===== config.mk =====
export PLATFORM = sky130hd
export DESIGN_NAME = simplez_uart_tx_flat
export DESIGN_NICKNAME = d
export VERILOG_FILES = /design/src/rtl/simplez_uart_tx_pkg.sv /design/src/rtl/simplez_uart_tx_if.sv /design/src/rtl/simplez_uart_tx_core.sv /design/src/rtl/simplez_uart_tx.sv /design/src/flat_wrapper.sv
export SDC_FILE = /design/constraint.sdc
export NUM_CORES = 1
export LEC_CHECK = 0
export ABC_AREA = 1
export CAP_MARGIN = 30
export CORE_UTILIZATION = 55
export DETAILED_ROUTE_END_ITERATION = 16
export GPL_ROUTABILITY_DRIVEN = 1
export GPL_TIMING_DRIVEN = 0
export PLACE_DENSITY = 0.8
export SLEW_MARGIN = 5
export SYNTH_ARGS = -nofsm -noshare
export SYNTH_HDL_FRONTEND = slang
export SYNTH_SLANG_ARGS = --single-unit

===== constraint.sdc =====
create_clock -name clk -period 2.6 [get_ports clk]
set_clock_uncertainty 0.1 [all_clocks]
set_input_delay 0.26 -clock clk [delete_from_list [all_inputs] [get_ports clk]]
set_output_delay 0.26 -clock clk [all_outputs]
set_load 0.02 [all_outputs]

===== src/rtl/simplez_uart_tx_pkg.sv =====
// Shared Simplez peripheral definitions: bus widths, peripheral addresses,
// status bit positions and transmitter state encodings.
package simplez_uart_tx_pkg;

  localparam int DATAW = 12;
  localparam int ADDRW = 9;

  localparam logic [ADDRW-1:0] ADDR_LED    = 9'o100;
  localparam logic [ADDRW-1:0] ADDR_TXDATA = 9'o101;
  localparam logic [ADDRW-1:0] ADDR_TXSTAT = 9'o102;

  localparam int STAT_READY = 0;
  localparam int STAT_BUSY  = 1;
  localparam int STAT_OVF   = 2;

  typedef enum logic [1:0] {
    TX_IDLE  = 2'd0,
    TX_START = 2'd1,
    TX_DATA  = 2'd2,
    TX_STOP  = 2'd3
  } tx_state_t;

  function automatic logic [DATAW-1:0] status_word(input logic ready,
                                                   input logic busy,
                                                   input logic ovf);
    logic [DATAW-1:0] w;
    w             = {DATAW{1'b0}};
    w[STAT_READY] = ready;
    w[STAT_BUSY]  = busy;
    w[STAT_OVF]   = ovf;
    return w;
  endfunction

endpackage


===== src/rtl/simplez_uart_tx_if.sv =====
// Simplez external bus as seen by a memory-mapped peripheral.
interface simplez_uart_tx_if import simplez_uart_tx_pkg::*; ();
  logic [ADDRW-1:0] addr;
  logic [DATAW-1:0] data_in;
  logic             wr;
  logic             rd;
  logic             sel;
  logic [DATAW-1:0] data_out;

  modport master (output addr, data_in, wr, rd, input sel, data_out);
  modport slave  (input addr, data_in, wr, rd, output sel, data_out);
endinterface


===== src/rtl/simplez_uart_tx_core.sv =====
// 8N1 serializer: baud counter plus IDLE/START/DATA/STOP FSM. A byte offered
// while the stop bit ends is taken immediately so frames run back-to-back.
module uart_tx_core import simplez_uart_tx_pkg::*; #(
  parameter int BAUD_DIV = 104
) (
  input  logic       clk,
  input  logic       rstn,
  input  logic       start,
  input  logic [7:0] data,
  output logic       take,
  output logic       busy,
  output logic       tx
);

  localparam int BW = (BAUD_DIV > 1) ? $clog2(BAUD_DIV) : 1;
  localparam logic [BW-1:0] BAUD_LAST = BW'(BAUD_DIV - 1);

  tx_state_t   state_r, state_s;
  logic [BW-1:0] baud_r, baud_s;
  logic [2:0]  bit_r, bit_s;
  logic [7:0]  shift_r, shift_s;
  logic        tx_r, tx_s, busy_r, baud_end_s;

  // Next-state, counters, shifter and next tx level
  always_comb begin
    state_s    = state_r;
    baud_s     = baud_r;
    bit_s      = bit_r;
    shift_s    = shift_r;
    take       = 1'b0;
    baud_end_s = (baud_r == BAUD_LAST);
    case (state_r)
      TX_IDLE: begin
        if (start) begin
          take    = 1'b1;
          state_s = TX_START;
          baud_s  = {BW{1'b0}};
          shift_s = data;
        end else begin
          state_s = TX_IDLE;
        end
      end
      TX_START: begin
        if (baud_end_s) begin
          state_s = TX_DATA;
          baud_s  = {BW{1'b0}};
          bit_s   = 3'd0;
        end else begin
          baud_s  = baud_r + BW'(1);
        end
      end
      TX_DATA: begin
        if (baud_end_s) begin
          baud_s  = {BW{1'b0}};
          shift_s = {1'b0, shift_r[7:1]};
          if (bit_r == 3'd7) begin
            state_s = TX_STOP;
          end else begin
            bit_s   = bit_r + 3'd1;
          end
        end else begin
          baud_s  = baud_r + BW'(1);
        end
      end
      TX_STOP: begin
        if (baud_end_s) begin
          baud_s = {BW{1'b0}};
          if (start) begin
            take    = 1'b1;
            state_s = TX_START;
            shift_s = data;
          end else begin
            state_s = TX_IDLE;
          end
        end else begin
          baud_s = baud_r + BW'(1);
        end
      end
      default: begin
        state_s = TX_IDLE;
        baud_s  = {BW{1'b0}};
        bit_s   = 3'd0;
      end
    endcase
    case (state_s)
      TX_IDLE:  tx_s = 1'b1;
      TX_START: tx_s = 1'b0;
      TX_DATA:  tx_s = shift_s[0];
      TX_STOP:  tx_s = 1'b1;
      default:  tx_s = 1'b1;
    endcase
  end

  // State register; tx and busy come straight from flops
  always_ff @(negedge clk or negedge rstn) begin
    if (!rstn) begin
      state_r <= TX_IDLE;
      baud_r  <= {BW{1'b0}};
      bit_r   <= 3'd0;
      shift_r <= 8'd0;
      tx_r    <= 1'b1;
      busy_r  <= 1'b0;
    end else begin
      state_r <= state_s;
      baud_r  <= baud_s;
      bit_r   <= bit_s;
      shift_r <= shift_s;
      tx_r    <= tx_s;
      busy_r  <= (state_s != TX_IDLE);
    end
  end

  assign tx   = tx_r;
  assign busy = busy_r;

endmodule


===== src/rtl/simplez_uart_tx.sv =====
// Simplez UART transmit peripheral: address decode, 4-byte FIFO, sticky
// overflow flag and status word in front of the serializer core.
module simplez_uart_tx import simplez_uart_tx_pkg::*; #(
  parameter int BAUD_DIV = 104,
  parameter int FIFO_AW  = 2
) (
  input  logic              clk,
  input  logic              rstn,
  simplez_uart_tx_if.slave  bus,
  output logic              tx,
  output logic              busy
);

  localparam int DEPTH = 1 << FIFO_AW;
  localparam logic [FIFO_AW:0] FULL_CNT = (FIFO_AW + 1)'(DEPTH);

  logic [7:0]         mem_r [DEPTH];
  logic [FIFO_AW-1:0] wptr_r, rptr_r;
  logic [FIFO_AW:0]   cnt_r;
  logic               ovf_r;
  logic               wr_hit_s, full_s, empty_s, push_s, pop_s, ovf_set_s, ovf_clr_s;
  logic               unused_s;

  assign wr_hit_s  = bus.wr && (bus.addr == ADDR_TXDATA);
  assign full_s    = (cnt_r == FULL_CNT);
  assign empty_s   = (cnt_r == {(FIFO_AW + 1){1'b0}});
  assign push_s    = wr_hit_s && !full_s;
  assign ovf_set_s = wr_hit_s && full_s;
  assign ovf_clr_s = bus.rd && (bus.addr == ADDR_TXSTAT);
  assign unused_s  = ^bus.data_in[DATAW-1:8];

  assign bus.sel = (bus.addr == ADDR_TXDATA) || (bus.addr == ADDR_TXSTAT);

  // Status word is visible only at its own address
  always_comb begin
    if (bus.addr == ADDR_TXSTAT) begin
      bus.data_out = status_word(!full_s, busy, ovf_r);
    end else begin
      bus.data_out = {DATAW{1'b0}};
    end
  end

  // FIFO storage; contents are don't-care while the count says empty
  always_ff @(negedge clk) begin
    if (push_s) begin
      mem_r[wptr_r] <= bus.data_in[7:0];
    end
  end

  // FIFO pointers, occupancy and overflow flag (set beats clear)
  always_ff @(negedge clk or negedge rstn) begin
    if (!rstn) begin
      wptr_r <= {FIFO_AW{1'b0}};
      rptr_r <= {FIFO_AW{1'b0}};
      cnt_r  <= {(FIFO_AW + 1){1'b0}};
      ovf_r  <= 1'b0;
    end else begin
      if (push_s) wptr_r <= wptr_r + FIFO_AW'(1);
      if (pop_s)  rptr_r <= rptr_r + FIFO_AW'(1);
      case ({push_s, pop_s})
        2'b10:   cnt_r <= cnt_r + (FIFO_AW + 1)'(1);
        2'b01:   cnt_r <= cnt_r - (FIFO_AW + 1)'(1);
        default: cnt_r <= cnt_r;
      endcase
      if (ovf_set_s)      ovf_r <= 1'b1;
      else if (ovf_clr_s) ovf_r <= 1'b0;
      else                ovf_r <= ovf_r;
    end
  end

  uart_tx_core #(.BAUD_DIV(BAUD_DIV)) u_core (
    .clk   (clk),
    .rstn  (rstn),
    .start (!empty_s),
    .data  (mem_r[rptr_r]),
    .take  (pop_s),
    .busy  (busy),
    .tx    (tx)
  );

endmodule


===== src/flat_wrapper.sv =====
// flat-port wrapper written by rule: the top's interface ports become plain ports
module simplez_uart_tx_flat import simplez_uart_tx_pkg::*;
#(
  parameter int BAUD_DIV = 104,
  parameter int FIFO_AW  = 2
)
  (clk, rstn, tx, busy, bus_addr, bus_data_in, bus_wr, bus_rd, bus_sel, bus_data_out);
  simplez_uart_tx_if bus_i ();
  input  logic clk;
  input  logic rstn;
  output logic tx;
  output logic busy;
  input wire logic [$bits(bus_i.addr)-1:0] bus_addr;
  input wire logic [$bits(bus_i.data_in)-1:0] bus_data_in;
  input wire logic [$bits(bus_i.wr)-1:0] bus_wr;
  input wire logic [$bits(bus_i.rd)-1:0] bus_rd;
  output wire logic [$bits(bus_i.sel)-1:0] bus_sel;
  output wire logic [$bits(bus_i.data_out)-1:0] bus_data_out;
  assign bus_i.addr = bus_addr;
  assign bus_i.data_in = bus_data_in;
  assign bus_i.wr = bus_wr;
  assign bus_i.rd = bus_rd;
  assign bus_sel = bus_i.sel;
  assign bus_data_out = bus_i.data_out;
  simplez_uart_tx #(.BAUD_DIV(BAUD_DIV), .FIFO_AW(FIFO_AW)) u_core (.clk(clk), .rstn(rstn), .bus(bus_i), .tx(tx), .busy(busy));
endmodule

==> flow_summary_export.csv <==
group,metric,value,unit
outcome,status,"complete, but fails checks",
outcome,violations,"negative setup slack",
yosys,synth_cell_types,40,
setup_path,worstSetupPathType,"in2reg",
setup_path,reg2regPathDepth,13,
yosys,ys_ff_latch,62,
sta,grt_setup_unrepaired,"true",
clock_network,clk_latency,0.42,ns
yosys,post-synth-top-count-cell,"nand2_1",
min_path,hp-class,"reg2reg",
placement,place_ws,-1.29,ns
sta,finalHoldViolations,0,
sta,tightest_slew,0.695,ns
clock_network,root_buffer,"clkbuf_8",
yosys,synth_cells,344,
final_layout,multi_input_area,1390,um^2
final_layout,n_antenna_cell,0,
final_layout,drive_gt1_share,24.5,%
yosys,syn-cell-area,3240,um^2
yosys,synth_top_area_share,29.6,%
final_layout,fin_nets,486,
floorplan,start_util,57.8,%
floorplan,placementRows,27,
pwr,ir_drop,0.619,mV
setup_path,timing.rr.start,"u_core.u_core.baud_r[1]$_DFFE_NN0P_",
yosys,ys_top_cells_by_count,"nand2_1, nor2_1, inv_1",
flow_run,cap_violations,0,
route,drc_errors,0,
sta,slew_viol_final,0,
yosys,yosysTopAreaCell,"edfxtp_1",
placement,dp_cells,450,
clock_network,cts_sinks,62,
route,firstDrtPassIters,4,
clock_network,holdBufCountCts,0,
yosys,ys_seq_area_share,52.8,%
setup_path,end_kind,"register",
pwr,leakagePower,0.00213,uW
global_routing,grt_pass1_vias,2650,
global_routing,grtUsageTotal,24.1,%
sta,final-setup-viol-count,41,
global_routing,grt_max_degree,31,
placement,place_hpwl,4220,um
setup_path,worstReg2RegEnd,"u_core.cnt_r[2]$_DFFE_NN0P_",
floorplan,die_y,78.8,um
clock_network,h-tree-depth,3,
route,drtIter0Drc,191,
route,avgRoutedWirePerCell,14.5,um
route,num_vias,2673,
setup_path,arrival,1.74,ns
global_routing,overflow,0,
min_path,hold_path_end,"u_core.ovf_r$_DFFE_NN0P_",
min_path,hold_path_depth,2,
yosys,synth_area_leaders,"edfxtp_1, dfrtn_1, nand2_1",
floorplan,die_x,78.8,um
setup_path,r2r_setup_slack,-0.09,ns
final_layout,final_cells,521,
clock_network,cts_tree,"yes",
clock_network,clk_pin_slew,0.05,ns
pwr,p_per_area,543,nW/um^2
yosys,async_flop_share,48.4,%
route,ant_nets,0,
pwr,power,2330,uW
yosys,syn_area_per_cell,9.43,um^2
final_layout,nFillCells,358,
clock_network,numCtsBuffers,9,
final_layout,syn_to_final_growth,32.3,%
route,drt-total-wl,7560,um
global_routing,antenna_found_initial,0,
yosys,synth-main-ff-cell,"edfxtp_1",
sta,setup_slack,-0.358,ns
floorplan,dieArea,6210,um^2
route,vias_per_cell,5.13,
min_path,hp-start,"u_core.ovf_r$_DFFE_NN0P_",
final_layout,regArea,1710,um^2
setup_path,start_kind,"input port",
setup_path,required,1.38,ns
clock_network,cts_buffer_depth,2,
setup_path,crit_fanout,5,
yosys,ys_warn_count,0,
sta,maxSlewHeadroom,53.7,%
placement,gp_congestion,0.769,
yosys,synth_edf_count,32,
placement,port_buffers,26,
floorplan,core_area,5610,um^2
floorplan,io_pins,40,
global_routing,grt_pass1_wl,11300,um
-- stage by stage --
step | util [%] | hold WS [ns] | instance area [um^2] | setup TNS (ns)
floorplan | - | 0.315 | 3280 | -18.34
global placement | 64.7 | 0.328 | 3630 | -63.68
detailed placement | 64.6 | 0.336 | 3620 | -46.21
CTS | 73.1 | 0.336 | 4100 | -7.56
global route | 76.5 | 0.351 | 4290 | -9.70
finish | 76.5 | 0.351 | 4290 | -8.51
-- kinds of logic after synthesis --
family | after synthesis | share of synthesized area [%]
other | 1 | 0.116
buffers and inverters | 59 | 8.33
adders and majority gates | 17 | 6.79
and+or+nand+nor | 142 | 20.6
DFF | 62 | 52.8
AOI/OAI and AO/OA | 59 | 10.3
xor gates and xnor gates | 4 | 1.08
-- layout make-up --
type / count / share of cell area (%)
sequential: 62 / 39.9
multi-input combinational: 231 / 32.3
timing repair buffer: 49 / 11.1
clock inverter: 39 / 4.78
inverter: 43 / 3.88
clock buffer: 10 / 3.47
buffer: 15 / 2.39
tap: 72 / 2.10
-- what timing repair did --
| action | CTS | global route |
|---|---|---|
| pin swaps | 16 | 8 |
| cloned | 0 | 0 |
| setup endpoints to repair | 43 | 43 |
| buffers inserted | 10 | 14 |
| gates resized for setup | 81 | 17 |
-- how the worst max path moves through the flow --
stage,start,to
after global placement,bus_addr[3],u_core.mem_r[1][5]$_DFFE_NP_
final,bus_addr[5],u_core.cnt_r[2]$_DFFE_NN0P_
after global routing,bus_addr[5],u_core.cnt_r[2]$_DFFE_NN0P_
after floorplan,bus_addr[3],u_core.cnt_r[2]$_DFFE_NN0P_
after detailed placement,bus_addr[3],u_core.mem_r[3][6]$_DFFE_NP_
after CTS,bus_addr[6],u_core.cnt_r[2]$_DFFE_NN0P_
-- critical path: stages --
cell and delay (ns):
buf_6 0.10, nor2_4 0.11, nand2_2 0.07, nor4_4 0.30, nand3_4 0.17, ha_4 0.20, inv_4 0.06, fa_2 0.23
o21ai_2 0.07, xor2_1 0.15
-- report_power, final --
part | switching [uW] | internal [uW] | leakage [uW]
logic | 52.7 | 46.9 | 0.00120
registers | 3.10 | 1040 | 0.000639
clock network | 587 | 595 | 0.000294
-- per-layer routing --
layer	part of all wire, %	global-route usage, %	vias to the layer above
li1	-	-	1313
met1	40	26.9	1281
met2	55	41.5	67
met3	3.8	7.70	12
met4	1.5	11.3	0
met5	0	0	-
-- sequential cells by signal, indices dropped and copies added (netlist names) --
| signal | count |
|---|---|
| u_core.mem_r | 32 |
| u_core.u_core.shift_r | 8 |
| u_core.u_core.baud_r | 7 |
| u_core.cnt_r | 3 |
| u_core.u_core.bit_r | 3 |
| u_core.rptr_r | 2 |
| u_core.u_core.state_r | 2 |
| u_core.wptr_r | 2 |
| u_core.ovf_r | 1 |
| u_core.u_core.busy | 1 |
| u_core.u_core.tx | 1 |
-- cells in the final DEF (no fill, tap or decap), drive strengths merged --
| master | n |
|---|---|
| a211oi | 1 |
| xnor2 | 1 |
| nor4 | 2 |
| nor3b | 1 |
| clkdlybuf4s50 | 10 |
| a21oi | 11 |
| a22oi | 1 |
| fa | 1 |
| nand2 | 67 |
| dfrtn | 29 |
| conb | 9 |
| dlygate4sd2 | 1 |
| o211ai | 1 |
| edfxtp | 32 |
| or2 | 1 |
| dfstp | 1 |
| a32o | 1 |
| xor2 | 3 |
| o21ai | 41 |
| o21a | 1 |
| clkdlybuf4s15 | 1 |
| inv | 81 |
| buf | 52 |
| bufinv | 1 |
| nand3 | 15 |
| nand3b | 1 |
| o31ai | 1 |
| nor3 | 4 |
| a31oi | 1 |
| nor2 | 51 |
| ha | 16 |
| clkbuf | 10 |
Power figures use the tool's default switching activity.
